## src/rtl/ps2_pkg.sv

```systemverilog
// ps2_pkg: frame states and protocol constants shared by the PS/2 receiver
package ps2_pkg;
  typedef enum logic [1:0] {IDLE, DATA, PARITY, STOP} frame_state_e;
  localparam logic [7:0] PS2_PREFIX_EXT = 8'hE0;
  localparam logic [7:0] PS2_PREFIX_BRK = 8'hF0;
  localparam int PS2_FRAME_BITS = 11;
endpackage

```

## src/rtl/ps2_frame_rx.sv

```systemverilog
// ps2_frame_rx: synchronises PS/2 pins and deframes 11-bit frames into checked bytes
module ps2_frame_rx
  import ps2_pkg::*;
#(
  parameter int SYNC_STAGES    = 2,
  parameter int TIMEOUT_CYCLES = 50000
) (
  input  logic       i_clk,
  input  logic       i_rst,
  input  logic       i_ps2_clk,
  input  logic       i_ps2_dat,
  output logic [7:0] o_byte,
  output logic       o_byte_valid,
  output logic       o_frame_err,
  output logic       o_parity_err
);
  localparam int TW = $clog2(TIMEOUT_CYCLES + 1);
  logic [SYNC_STAGES-1:0] r_clk_sync, r_dat_sync;
  logic                   r_clk_prev;
  frame_state_e           r_state, w_next;
  logic [2:0]             r_cnt;
  logic [7:0]             r_shift;
  logic                   r_par;
  logic [TW-1:0]          r_to;
  logic                   w_clk_s, w_dat, w_fall, w_timeout, w_edge, w_stop;
  assign w_clk_s   = r_clk_sync[SYNC_STAGES-1];
  assign w_dat     = r_dat_sync[SYNC_STAGES-1];
  assign w_fall    = r_clk_prev & ~w_clk_s;
  assign w_timeout = (r_state != IDLE) && (r_to == TW'(TIMEOUT_CYCLES - 1));
  // a falling edge that lands on the timeout cycle is dropped
  assign w_edge    = w_fall & ~w_timeout;
  assign o_byte    = r_shift;
  always_ff @(posedge i_clk or posedge i_rst)
    if (i_rst) begin
      r_clk_sync <= '1;
      r_dat_sync <= '1;
      r_clk_prev <= 1'b1;
    end else begin
      r_clk_sync <= {r_clk_sync[SYNC_STAGES-2:0], i_ps2_clk};
      r_dat_sync <= {r_dat_sync[SYNC_STAGES-2:0], i_ps2_dat};
      r_clk_prev <= w_clk_s;
    end
  always_ff @(posedge i_clk or posedge i_rst)
    if (i_rst) r_state <= IDLE;
    else       r_state <= w_next;
  always_comb begin
    w_next = r_state;
    if (w_timeout) w_next = IDLE;
    else if (w_fall)
      case (r_state)
        IDLE:    w_next = w_dat ? IDLE : DATA;
        DATA:    w_next = (r_cnt == 3'(PS2_FRAME_BITS - 4)) ? PARITY : DATA;
        PARITY:  w_next = STOP;
        default: w_next = IDLE;
      endcase
  end
  always_comb begin
    w_stop       = w_edge && (r_state == STOP);
    o_frame_err  = w_timeout | (w_stop & ~w_dat);
    o_parity_err = w_stop & w_dat & ~(^{r_shift, r_par});
    o_byte_valid = w_stop & w_dat & (^{r_shift, r_par});
  end
  always_ff @(posedge i_clk or posedge i_rst)
    if (i_rst) begin
      r_cnt   <= '0;
      r_shift <= '0;
      r_par   <= 1'b0;
      r_to    <= '0;
    end else begin
      r_to <= (r_state == IDLE || w_fall || w_timeout) ? '0 : r_to + TW'(1);
      if (w_edge && r_state == IDLE) r_cnt <= '0;
      if (w_edge && r_state == DATA) begin
        r_shift <= {w_dat, r_shift[7:1]};
        r_cnt   <= r_cnt + 3'd1;
      end
      if (w_edge && r_state == PARITY) r_par <= w_dat;
    end
endmodule

```

## src/rtl/ps2_keyboard_rx.sv

```systemverilog
// ps2_keyboard_rx: PS/2 keyboard front end with prefix decoding, jump-key tracking and CPU handshake
module ps2_keyboard_rx
  import ps2_pkg::*;
#(
  parameter int         SYNC_STAGES    = 2,
  parameter int         TIMEOUT_CYCLES = 50000,
  parameter logic [7:0] JUMP_CODE      = 8'h29
) (
  input  logic       clk,
  input  logic       reset,
  input  logic       PS2_CLK,
  input  logic       PS2_DAT,
  input  logic       ack,
  output logic [7:0] scan_code,
  output logic       is_break,
  output logic       is_ext,
  output logic       scan_valid,
  output logic       data_ready,
  output logic       key_down,
  output logic       jump_pulse,
  output logic       frame_err,
  output logic       parity_err
);
  logic [7:0] w_byte;
  logic       w_valid, w_ferr, w_perr, w_emit, w_jump, w_err;
  logic       r_ext, r_brk;
  ps2_frame_rx #(
    .SYNC_STAGES   (SYNC_STAGES),
    .TIMEOUT_CYCLES(TIMEOUT_CYCLES)
  ) u_frame (
    .i_clk       (clk),
    .i_rst       (reset),
    .i_ps2_clk   (PS2_CLK),
    .i_ps2_dat   (PS2_DAT),
    .o_byte      (w_byte),
    .o_byte_valid(w_valid),
    .o_frame_err (w_ferr),
    .o_parity_err(w_perr)
  );
  assign w_emit = w_valid && w_byte != PS2_PREFIX_EXT && w_byte != PS2_PREFIX_BRK;
  assign w_jump = w_emit && w_byte == JUMP_CODE && !r_ext;
  assign w_err  = w_ferr | w_perr;
  always_ff @(posedge clk or posedge reset)
    if (reset) begin
      scan_code  <= '0;
      is_break   <= 1'b0;
      is_ext     <= 1'b0;
      scan_valid <= 1'b0;
      data_ready <= 1'b0;
      key_down   <= 1'b0;
      jump_pulse <= 1'b0;
      frame_err  <= 1'b0;
      parity_err <= 1'b0;
      r_ext      <= 1'b0;
      r_brk      <= 1'b0;
    end else begin
      scan_valid <= w_emit;
      frame_err  <= w_ferr;
      parity_err <= w_perr;
      jump_pulse <= w_jump & ~r_brk & ~key_down;
      // set wins over a simultaneous acknowledge
      data_ready <= scan_valid | (data_ready & ~ack);
      r_ext      <= (w_valid && w_byte == PS2_PREFIX_EXT) || (r_ext && !w_emit && !w_err);
      r_brk      <= (w_valid && w_byte == PS2_PREFIX_BRK) || (r_brk && !w_emit && !w_err);
      if (w_emit) begin
        scan_code <= w_byte;
        is_ext    <= r_ext;
        is_break  <= r_brk;
      end
      if (w_jump) key_down <= ~r_brk;
    end
endmodule
```

## config.mk

```make
export PLATFORM = sky130hd
export DESIGN_NAME = ps2_keyboard_rx
export DESIGN_NICKNAME = d
export VERILOG_FILES = /design/src/rtl/ps2_pkg.sv /design/src/rtl/ps2_frame_rx.sv /design/src/rtl/ps2_keyboard_rx.sv
export SDC_FILE = /design/constraint.sdc
export NUM_CORES = 1
export LEC_CHECK = 0
export ABC_AREA = 1
export CAP_MARGIN = 20
export CORE_UTILIZATION = 55
export DETAILED_ROUTE_END_ITERATION = 16
export MAX_ROUTING_LAYER = met4
export PLACE_DENSITY_LB_ADDON = 0.12
export SLEW_MARGIN = 30
export SYNTH_ARGS = -nofsm -noshare
export SYNTH_HDL_FRONTEND = slang
export SYNTH_SLANG_ARGS = --single-unit
```

## constraint.sdc

```tcl
create_clock -name clk -period 3.4 [get_ports clk]
set_input_delay 0.51 -clock clk [delete_from_list [all_inputs] [get_ports clk]]
set_output_delay 0.51 -clock clk [all_outputs]
set_load 0.05 [all_outputs]
```

### Word-level counts from Yosys, hierarchy flattened

Index checks and enable logic that the tools add are counted.

| word-level totals | value |
|---|---|
| flip-flop bits (word level) | 53 |
| output and inout port bits | 16 |
| word-level logic and storage cells | 85 |

| operators by class | value |
|---|---|
| add/subtract/negate cells | 2 |
| eq/ne operators | 10 |
| muxes and demuxes | 8 |
| bitwise operators | 19 |
| reduce and logical (&&, ||, !) cells | 27 |

Operator list:

| kind | number |
|---|---|
| $add A16 B1 Y16 const B | 1 |
| $eq A16 B16 Y1 const B | 1 |
| $eq A8 B8 Y1 const B | 2 |
| $mux W16 | 1 |
| $ne A8 B8 Y1 const B | 2 |
| $logic_and A1 B1 Y1 | 15 |
| $and A1 B1 Y1 | 9 |
| $reduce_xor A9 Y1 | 1 |
| $eq A8 B6 Y1 const B | 1 |
| $not A1 Y1 | 7 |
| $mux W2 | 3 |
| $mux W3 | 2 |
| $pmux W2 S3 | 1 |
| $reduce_bool A2 Y1 | 3 |
| $eq A2 B2 Y1 const B | 2 |
| $logic_or A1 B1 Y1 | 4 |
| $add A3 B1 Y3 const B | 1 |
| $eq A3 B3 Y1 const B | 1 |
| $logic_not A1 Y1 | 3 |
| $or A1 B1 Y1 | 3 |
| $eq A2 B1 Y1 const B | 1 |
| $logic_not A2 Y1 | 1 |
| $mux W1 | 1 |

### Logic depth before layout (Yosys ltp)

Gate-level depths: netlist of the first run.

| depth | value |
|---|---|
| word-level depth | 13 |
| depth in mapped cells | 12 |

### By module

Synthesis of the first run repeated with hierarchy kept, for this count alone.

| unflattened totals | value |
|---|---|
| cells, all modules | 309 |
| area, all modules | 2,620.0 um2 |

By module, submodules not included:

| module | times used | cells an instance | area each (um2) | seq. area each (um2) |
|---|---|---|---|---|
| ps2_frame_rx | 1 | 226 | 1,876.8 | 882.1 |
| ps2_keyboard_rx | 1 | 83 | 743.2 | 450.4 |

### Worst setup path before layout of the first run

OpenSTA, ideal clock, no wires.

| timing | value |
|---|---|
| path kind | register -> register |
| start point | reg u_frame.r_to[0] |
| end point | reg scan_code[4] |
| data arrival time | 1.506 ns |
| setup slack | 1.775 ns |
| cell stages (with the launch flop) | 11 |
| buffers on the path | 1 |
| clock period less this slack | 1.625 ns |
| cells stage by stage | dfrtp_1 -> ha_1 -> nand3_1 -> nor2_1 -> nand3_2 -> nand3_1 -> nor2_2 -> nand3_4 -> buf_6 -> nand2_1 -> o21ai_2 |

| between the ends | value |
|---|---|
| longest elaborated chain between the ends | 9 |

RTL lines:

| element | line | RTL |
|---|---|---|
| start: declaration | ps2_frame_rx.sv:24 | `logic [TW-1:0] r_to;` |
| start signal: assignment | ps2_frame_rx.sv:70 | `r_to <= (r_state == IDLE \|\| w_fall \|\| w_timeout) ? '0 : r_to + TW'(1);` |
| $eq A16 B16 Y1 | ps2_frame_rx.sv:29 | `assign w_timeout = (r_state != IDLE) && (r_to == TW'(TIMEOUT_CYCLES - 1));` |
| $logic_and A1 B1 Y1 | ps2_frame_rx.sv:29 |  |
| $not A1 Y1 | ps2_frame_rx.sv:31 | `assign w_edge = w_fall & ~w_timeout;` |
| $and A1 B1 Y1 | ps2_frame_rx.sv:31 |  |
| $logic_and A1 B1 Y1 | ps2_frame_rx.sv:58 | `w_stop = w_edge && (r_state == STOP);` |
| $and A1 B1 Y1 (2 in series) | ps2_frame_rx.sv:61 | `o_byte_valid = w_stop & w_dat & (^{r_shift, r_par});` |
| $logic_and A1 B1 Y1 (2 in series) | ps2_keyboard_rx.sv:40 | `assign w_emit = w_valid && w_byte != PS2_PREFIX_EXT && w_byte != PS2_PREFIX_BRK;` |
| end signal: assignment | ps2_keyboard_rx.sv:66 | `scan_code <= w_byte;` |
| end: declaration | ps2_keyboard_rx.sv:14 | `output logic [7:0] scan_code,` |

Every way passes these cells.
A chain may end at the register's enable or synchronous reset.

### Worst setup path after layout of the first run

| timing | value |
|---|---|
| start point | reg key_down |
| end point | out key_down |

RTL lines:

| element | line | RTL |
|---|---|---|
| start: declaration | ps2_keyboard_rx.sv:19 | `output logic key_down,` |
| start signal: assignment | ps2_keyboard_rx.sv:70 | `if (w_jump) key_down <= ~r_brk;` |

No word-level cell between the ends.

==> run summary, run 1 <==
RUN STATUS
------------------------------------------------------------------------------------
Outcome                                                                    completed

YOSYS
------------------------------------------------------------------------------------
Synth Warn #                                                                       0
Flip-flop and latch count after synthesis                                         53
Yosys cell types                                                                  33
Synth top area share                                                           0.471
Synth async-reset ratio                                                         1.00
Mean cell area of the mapped netlist                                        8.34 µm²
Post-Synthesis Cell Area                                                    2550 µm²
Top cell type by total area after synthesis                             sky130_fd_sc_hd__dfrtp_1
Most frequent cells after synthesis                                     sky130_fd_sc_hd__nand2_1 (88), sky130_fd_sc_hd__dfrtp_1 (48), sky130_fd_sc_hd__inv_1 (39), sky130_fd_sc_hd__nor2_1 (27), sky130_fd_sc_hd__nand3_1 (18)
Mapped Nets                                                                      314
Post-Syn Instances                                                               306
Post-synthesis sequential area ratio                                           0.522
Most frequent cell after synthesis                                      sky130_fd_sc_hd__nand2_1
Top cells by area, synth                                                sky130_fd_sc_hd__dfrtp_1 (47%), sky130_fd_sc_hd__nand2_1 (13%), sky130_fd_sc_hd__inv_1 (5.7%), sky130_fd_sc_hd__dfstp_2 (5.1%), sky130_fd_sc_hd__nor2_1 (4.0%)
Main synth FF type                                                      sky130_fd_sc_hd__dfrtp_1
Post-synth EDFFs                                                                   0

JOB
------------------------------------------------------------------------------------
Number of violations of the max-capacitance limit                                  0

FLOORPLANNING
------------------------------------------------------------------------------------
Floorplan Core Area                                                         4410 µm²
Core Rows                                                                         24
Starting density of the core                                                   0.578
Area enclosed by the die boundary                                           4910 µm²
DIE WIDTH                                                                    70.1 µm
DIE HEIGHT                                                                   70.1 µm
I/O pin count                                                                     21

POWER
------------------------------------------------------------------------------------
Gate power share                                                               0.251
Peak supply drop                                                            0.268 mV
Static leakage power                                                         1.36 nW
Internal power consumption                                                  0.947 mW
Clock network fraction of total power                                          0.239
Net Sw Frac                                                                    0.350
Proportion of power drawn by flip-flops and latches                            0.510
Switching component of the power                                            0.510 mW
PD cells                                                                  508 nW/µm²

DRT
------------------------------------------------------------------------------------
Via density per instance                                                        5.12
DRC Markers                                                                        0
DRT antenna net count                                                              0
Vias after detailed routing                                                     1956
Post-detailed-routing wire length                                            4640 µm
Mean routed wirelength per cell                                              12.1 µm
Number of iterations in the first detailed-routing pass                            4
Initial detailed-routing violation count                                         123

CLOCKING
------------------------------------------------------------------------------------
Max H-tree Level                                                                   2
CTS tree                                                                       built
Buffer cell driving the clock tree root                                 sky130_fd_sc_hd__clkbuf_8
Number of buffers inserted for hold repair after clock tree synthesis              0
Clock-pin transition on the worst setup and hold timing paths                  90 ps
Number of sinks handled by clock tree synthesis                                   53
Number of buffers on the longest clock path                                        2
Post-cts gate resize count                                                         0
Inserted Clock Buffers                                                             5
Clock insertion delay at the later pin of the skew report                     310 ps
Total setup buffers inserted after CTS                                             0

FINISH
------------------------------------------------------------------------------------
Filler cell count in the final layout                                            403
Layout cells sized above 1                                                     0.112
Nets@finish                                                                      337
Synthesis-to-layout area growth                                                12.5%
Post-layout instance count excluding filler cells                                382
Number of antenna cells inserted                                                   0

TIMING
------------------------------------------------------------------------------------
Unrepaired setup endpoints after global routing                                   no
Setup tns final                                                                 0 ps
Post-route clock period utilization                                            0.594
Post-Route Hold Slack                                                         362 ps
Final WS setup                                                               1380 ps
Setup clock skew after layout                                                15.0 ps
Worst slew margin                                                              0.585
Number of max-slew violations in the final report                                  0
Transition time of the tightest slew-check pin                                623 ps
Number of setup violations in the final report                                     0
Fmax                                                                         495 MHz
Final number of hold-violating endpoints                                           0
Clock period minus worst slack                                               2020 ps

CRITICAL PATH
------------------------------------------------------------------------------------
Highest-delay cell along the critical path                              sky130_fd_sc_hd__clkdlybuf4s50_1
Number of buffer and inverter instances along the worst setup path                 1
Slowest stage delay, CP                                                       820 ps
Signal arrival time at the worst endpoint                                    1510 ps
Crit start category                                                             flop
Cells along the critical path                                           clkdlybuf4s50_1
Crit path max fanout                                                               3
CP top delay family                                                     buffers and inverters
Critical Path Sink Type                                                  output port
Category of the most critical setup path                                flop to output port
Req. time, crit path                                                         2890 ps

MIN PATH
------------------------------------------------------------------------------------
Kind of path behind the tightest hold check                             flop to flop

GLOBAL ROUTE
------------------------------------------------------------------------------------
Largest net degree at the start of global routing                                 54
Wire length of the first global-routing pass                                 8220 µm
Total GRT Usage                                                                0.217
Initial antenna violation count                                                    0
Via count of the first global-routing pass                                      1946
Gr ovfl total                                                                      0

PLACE
------------------------------------------------------------------------------------
Routability Congestion                                                         0.848
Post-DP HPWL                                                                 3330 µm
Worst slack, placed                                                          1480 ps
Placed cell count                                                                374
Port buffer count                                                                 20

[per-layer routing]
metal / up-vias / share of wire / track usage
met5: - / 0 / -
met3: 5 / 0.034 / 0.0447
met2: 32 / 0.51 / 0.377
li1: 1017 / - / -
met4: 0 / 0.0097 / 0.0800
met1: 902 / 0.45 / 0.246
[power groups by stage]
stage / combinational (mW) / clock [mW] / sequential (mW)
floorplan: 0.298 / 0 / 0.742
global placement: 0.355 / 0 / 0.751
detailed placement: 0.367 / 0 / 0.754
CTS: 0.368 / 0.363 / 0.743
global route: 0.421 / 0.380 / 0.752
finish: 0.365 / 0.348 / 0.744
[flip-flops by register name, summed over array words and instances (netlist names), 2 cells and up]
signal	cells
u_frame.r_dat_sync	2
u_frame.r_clk_sync	2
u_frame.r_to	16
u_frame.o_byte	8
scan_code	8
u_frame.r_state	2
u_frame.r_cnt	3
[layout make-up]
type,instances,area [µm²],share of cell area
clock buffers,5,68.8,0.0240
clock inverters,3,17.5,0.00610
inverters,42,160,0.0558
multi-input cells,207,1030,0.357
flip-flops and latches,53,1330,0.464
well taps,52,65.1,0.0227
repair buffers,20,200,0.0697
[stage by stage]
| step | cell area [µm²] | utilization | total power [mW] |
|---|---|---|---|
| 2_1_floorplan | 2550 | - | 1.04 |
| 3_3_place_gp | 2780 | 0.630 | 1.11 |
| 3_5_place_dp | 2780 | 0.631 | 1.12 |
| 4_1_cts | 2870 | 0.650 | 1.47 |
| 5_1_grt | 2870 | 0.650 | 1.55 |
| 6_report | 2870 | 0.650 | 1.46 |
[cells by family (layout without fill, tap and decap cells)]
logic type               Yosys count  count (layout)  share of synthesized area
AO/OA/AOI/OAI                     39              39                     0.0951
XOR/XNOR                           3               3                     0.0103
adder cells (fa/ha/maj)            3               3                     0.0147
buffers and inverters             46              70                     0.0755
flip-flops                        53              53                      0.522
AND/OR/NAND/NOR                  162             162                      0.282
[layout by cell type, fill, tap and decap left out, drive strengths merged]
cell type      netlist  layout
clkbuf               0       5
nand3               20      20
clkinvlp             0       1
nand4                3       3
clkinv               0       2
nand2               93      93
o31ai                1       1
a21oi                5       5
dfstp                5       5
dfrtp               48      48
o21a                 1       1
o21bai               6       6
nor2                32      32
a31oi                1       1
o22ai                1       1
a211oi               1       1
nor3                10      10
xnor2                2       2
xor2                 1       1
o21ai               23      23
clkdlybuf4s50        0      20
ha                   3       3
inv                 42      42
or2                  1       1
nor3b                3       3
[final timing paths]
kind | startpoint | endpoint | slack (ps) | depth (start not counted)
max | key_down | key_down | 1380 | 1
min | u_frame.r_clk_sync[0] | u_frame.r_clk_sync[1] | 360 | 0
max reg2reg | u_frame.r_to[0] | key_down | 1460 | 10
min reg2reg | u_frame.r_clk_sync[0] | u_frame.r_clk_sync[1] | 360 | 0
max in group asynchronous | reset | u_frame.r_par | 2340 | 2
min in group asynchronous | reset | scan_code[5] | 640 | 2
(Power assumes the default switching activity.)
==> run 2: changes to the inputs <==
==> constraint.sdc (replaced) <==
create_clock -name clk -period 2.1 [get_ports clk]
set_input_delay 0.315 -clock clk [delete_from_list [all_inputs] [get_ports clk]]
set_output_delay 0.315 -clock clk [all_outputs]
set_load 0.05 [all_outputs]
==> run 2 against run 1 <==
Against the previous run:
- global-route usage shrank 0.45 points
- clock skew decreased by 7.8 ps
- worst setup slack lost 1200 ps
- critical path depth rose by 8
- die area did not move
- clock power increased by 100%
- core utilization increased by 1.5 points
- sequential power grew 61%
- worst hold slack worse by 43 ps
- critical path type is now flop to flop
- non-clock buffer count is 2 higher
==> run summary, run 2 (synthesis results as in run 1) <==
GLOBAL ROUTE
------------------------------------------------------------------------------------
Initial antenna violation count                                                    0   unchanged
Via count of the first global-routing pass                                      1881   -3.3%
Largest net degree at the start of global routing                                 36   -33%
Wire length of the first global-routing pass                                 8070 µm   -1.9%
Gr ovfl total                                                                      0   unchanged
Total GRT Usage                                                                0.212   -0.00451

FINISH
------------------------------------------------------------------------------------
Layout cells sized above 1                                                     0.117   +0.00500
Filler cell count in the final layout                                            398   -1.2%
Total area of multi-input combinational cells                               1040 µm²   +0.98%
Synthesis-to-layout area growth                                                15.1%
Share of the core filled with cells in the final layout                        0.665   +0.0147
Most common cell after layout, fill and taps aside                      sky130_fd_sc_hd__nand2_1
Sequential cell area                                                        1330 µm²   unchanged
Number of antenna cells inserted                                                   0   unchanged
Finished Cell Area                                                          2940 µm²   +2.3%
Max FFs per register                                                              16   unchanged
Largest register by flop count                                          u_frame.r_to
Most frequent cells in the layout                                       sky130_fd_sc_hd__nand2_1 (88), sky130_fd_sc_hd__dfrtp_1 (48), sky130_fd_sc_hd__inv_1 (38)
Post-layout instance count excluding filler cells                                385   +0.79%
Nets@finish                                                                      340   +0.89%

JOB
------------------------------------------------------------------------------------
Number of violations of the max-capacitance limit                                  0   unchanged

TIMING
------------------------------------------------------------------------------------
Unrepaired setup endpoints after global routing                                  yes
Setup clock skew after layout                                                7.14 ps   -7.81 ps
Final WS setup                                                                159 ps   -1220 ps
Transition time of the tightest slew-check pin                                504 ps   -119 ps
Final number of hold-violating endpoints                                           0   unchanged
Number of setup violations in the final report                                     0   unchanged
Fmax                                                                         515 MHz
Post-Route Hold Slack                                                         319 ps   -43.0 ps
Post-route clock period utilization                                            0.924
Clock period minus worst slack                                               1940 ps
Setup tns final                                                                 0 ps   unchanged
Number of max-slew violations in the final report                                  0   unchanged
Worst slew margin                                                              0.663   +0.0782

FLOORPLANNING
------------------------------------------------------------------------------------
DIE HEIGHT                                                                   70.1 µm   unchanged
DIE WIDTH                                                                    70.1 µm   unchanged
Floorplan Core Area                                                         4410 µm²   unchanged
Core Rows                                                                         24   unchanged
Area enclosed by the die boundary                                           4910 µm²   unchanged
Starting density of the core                                                   0.578   unchanged
I/O pin count                                                                     21   unchanged

POWER
------------------------------------------------------------------------------------
Proportion of power drawn by flip-flops and latches                            0.478   -0.032
Internal power consumption                                                   1.70 mW   +79%
Clock network fraction of total power                                          0.283   +0.044
Total power of the final layout                                              2.51 mW   +72%
Net Sw Frac                                                                    0.325   -0.0252
Switching component of the power                                            0.816 mW   +60%
Peak supply drop                                                            0.670 mV   +150%
Gate power share                                                               0.239   -0.012
PD cells                                                                  856 nW/µm²   +69%
Static leakage power                                                         1.39 nW   +2.1%

CRITICAL PATH
------------------------------------------------------------------------------------
Cells on worst reg2reg path                                                        9   -1
Critical Path Sink Type                                                         flop
Category of the most critical setup path                                flop to flop
Critical R2R Capture                                                           r_ext
Crit path max fanout                                                              11   +8
Signal arrival time at the worst endpoint                                    2140 ps   +630 ps
Req. time, crit path                                                         2300 ps   -590 ps
R2r startpoint                                                          u_frame.r_to[0]
Crit start category                                                             flop
Flop2flop setup slack                                                         160 ps   -1300 ps

DRT
------------------------------------------------------------------------------------
Vias after detailed routing                                                     1973   +0.87%
Initial detailed-routing violation count                                         106   -14%
Number of iterations in the first detailed-routing pass                            4   unchanged
Mean routed wirelength per cell                                              11.7 µm   -3.3%
Via density per instance                                                        5.12   about the same
Post-detailed-routing wire length                                            4520 µm   -2.6%
DRT antenna net count                                                              0   unchanged
DRC Markers                                                                        0   unchanged

CLOCKING
------------------------------------------------------------------------------------
Inserted Clock Buffers                                                             5   unchanged
Total setup buffers inserted after CTS                                             0   unchanged
Post-cts gate resize count                                                         0   unchanged
Max H-tree Level                                                                   2   unchanged
Clock-pin transition on the worst setup and hold timing paths                  90 ps   about the same
Buffer cell driving the clock tree root                                 sky130_fd_sc_hd__clkbuf_8
Number of buffers on the longest clock path                                        2   unchanged
Number of sinks handled by clock tree synthesis                                   53   unchanged
Number of buffers inserted for hold repair after clock tree synthesis              0   unchanged
CTS tree                                                                       built
Clock insertion delay at the later pin of the skew report                     300 ps   about the same

PLACE
------------------------------------------------------------------------------------
Post-DP HPWL                                                                 3320 µm   -0.52%
Cell area after placement                                                   2810 µm²   +0.90%
Routability Congestion                                                         0.835   -1.5%
Worst slack, placed                                                           203 ps   -1270 ps
Placed cell count                                                                376   +0.53%
Port buffer count                                                                 20   unchanged

MIN PATH
------------------------------------------------------------------------------------
Kind of path behind the tightest hold check                             input port to async pin

RUN STATUS
------------------------------------------------------------------------------------
Outcome                                                                    completed

[run 2: changes by cell type in the layout (fill, tap and decap cells not counted), sizes merged]
| cell | change |
|---|---|
| buf | +2 |
| bufinv | +1 |
| clkbuf | +2 |
| clkinv | -2 |
| clkinvlp | -1 |
| nand3 | +1 |
[run 2: cell type report]
class / instances / area share
clock inverter: 1 / 0.0102
inverter: 42 / 0.0537
clock buffer: 7 / 0.0294
sequential: 53 / 0.454
timing repair buffer: 22 / 0.0776
tap: 52 / 0.0222
multi-input combinational: 208 / 0.353
[run 2: worst max path at each step]
stage	slack (ps)	to	start	cells after the start
floorplan	470	scan_code[4]	u_frame.r_to[0]	10
global placement	280	key_down	u_frame.r_to[0]	10
detailed placement	200	key_down	u_frame.r_to[0]	10
CTS	170	key_down	u_frame.r_to[0]	10
global route	-10	r_ext	u_frame.r_to[0]	9
finish	160	r_ext	u_frame.r_to[0]	9
[run 2: per-layer routing]
layer	GRT usage	routed length, µm
met5	-	0
met4	0.0800	96
met3	0.0462	152
met2	0.328	2100
met1	0.275	2170
[run 2: power groups by stage]
stage,sequential [mW],clock (mW),combinational (mW)
3_5_place_dp,1.22,0,0.595
2_1_floorplan,1.20,0,0.482
4_1_cts,1.20,0.729,0.596
3_3_place_gp,1.22,0,0.581
6_report,1.20,0.710,0.601
5_1_grt,1.22,0.771,0.700
[run 2: worst max-delay path, cell delays in order, from the launching register on]
cell and delay, ps:
sky130_fd_sc_hd__dfrtp_1 400, sky130_fd_sc_hd__ha_1 230, sky130_fd_sc_hd__nand3_1 140, sky130_fd_sc_hd__nor2_1 90, sky130_fd_sc_hd__nand3_2 100, sky130_fd_sc_hd__nand3_1 80, sky130_fd_sc_hd__nor2_2 270, sky130_fd_sc_hd__nand3_2 320
sky130_fd_sc_hd__nand2_1 140, sky130_fd_sc_hd__o21bai_1 60
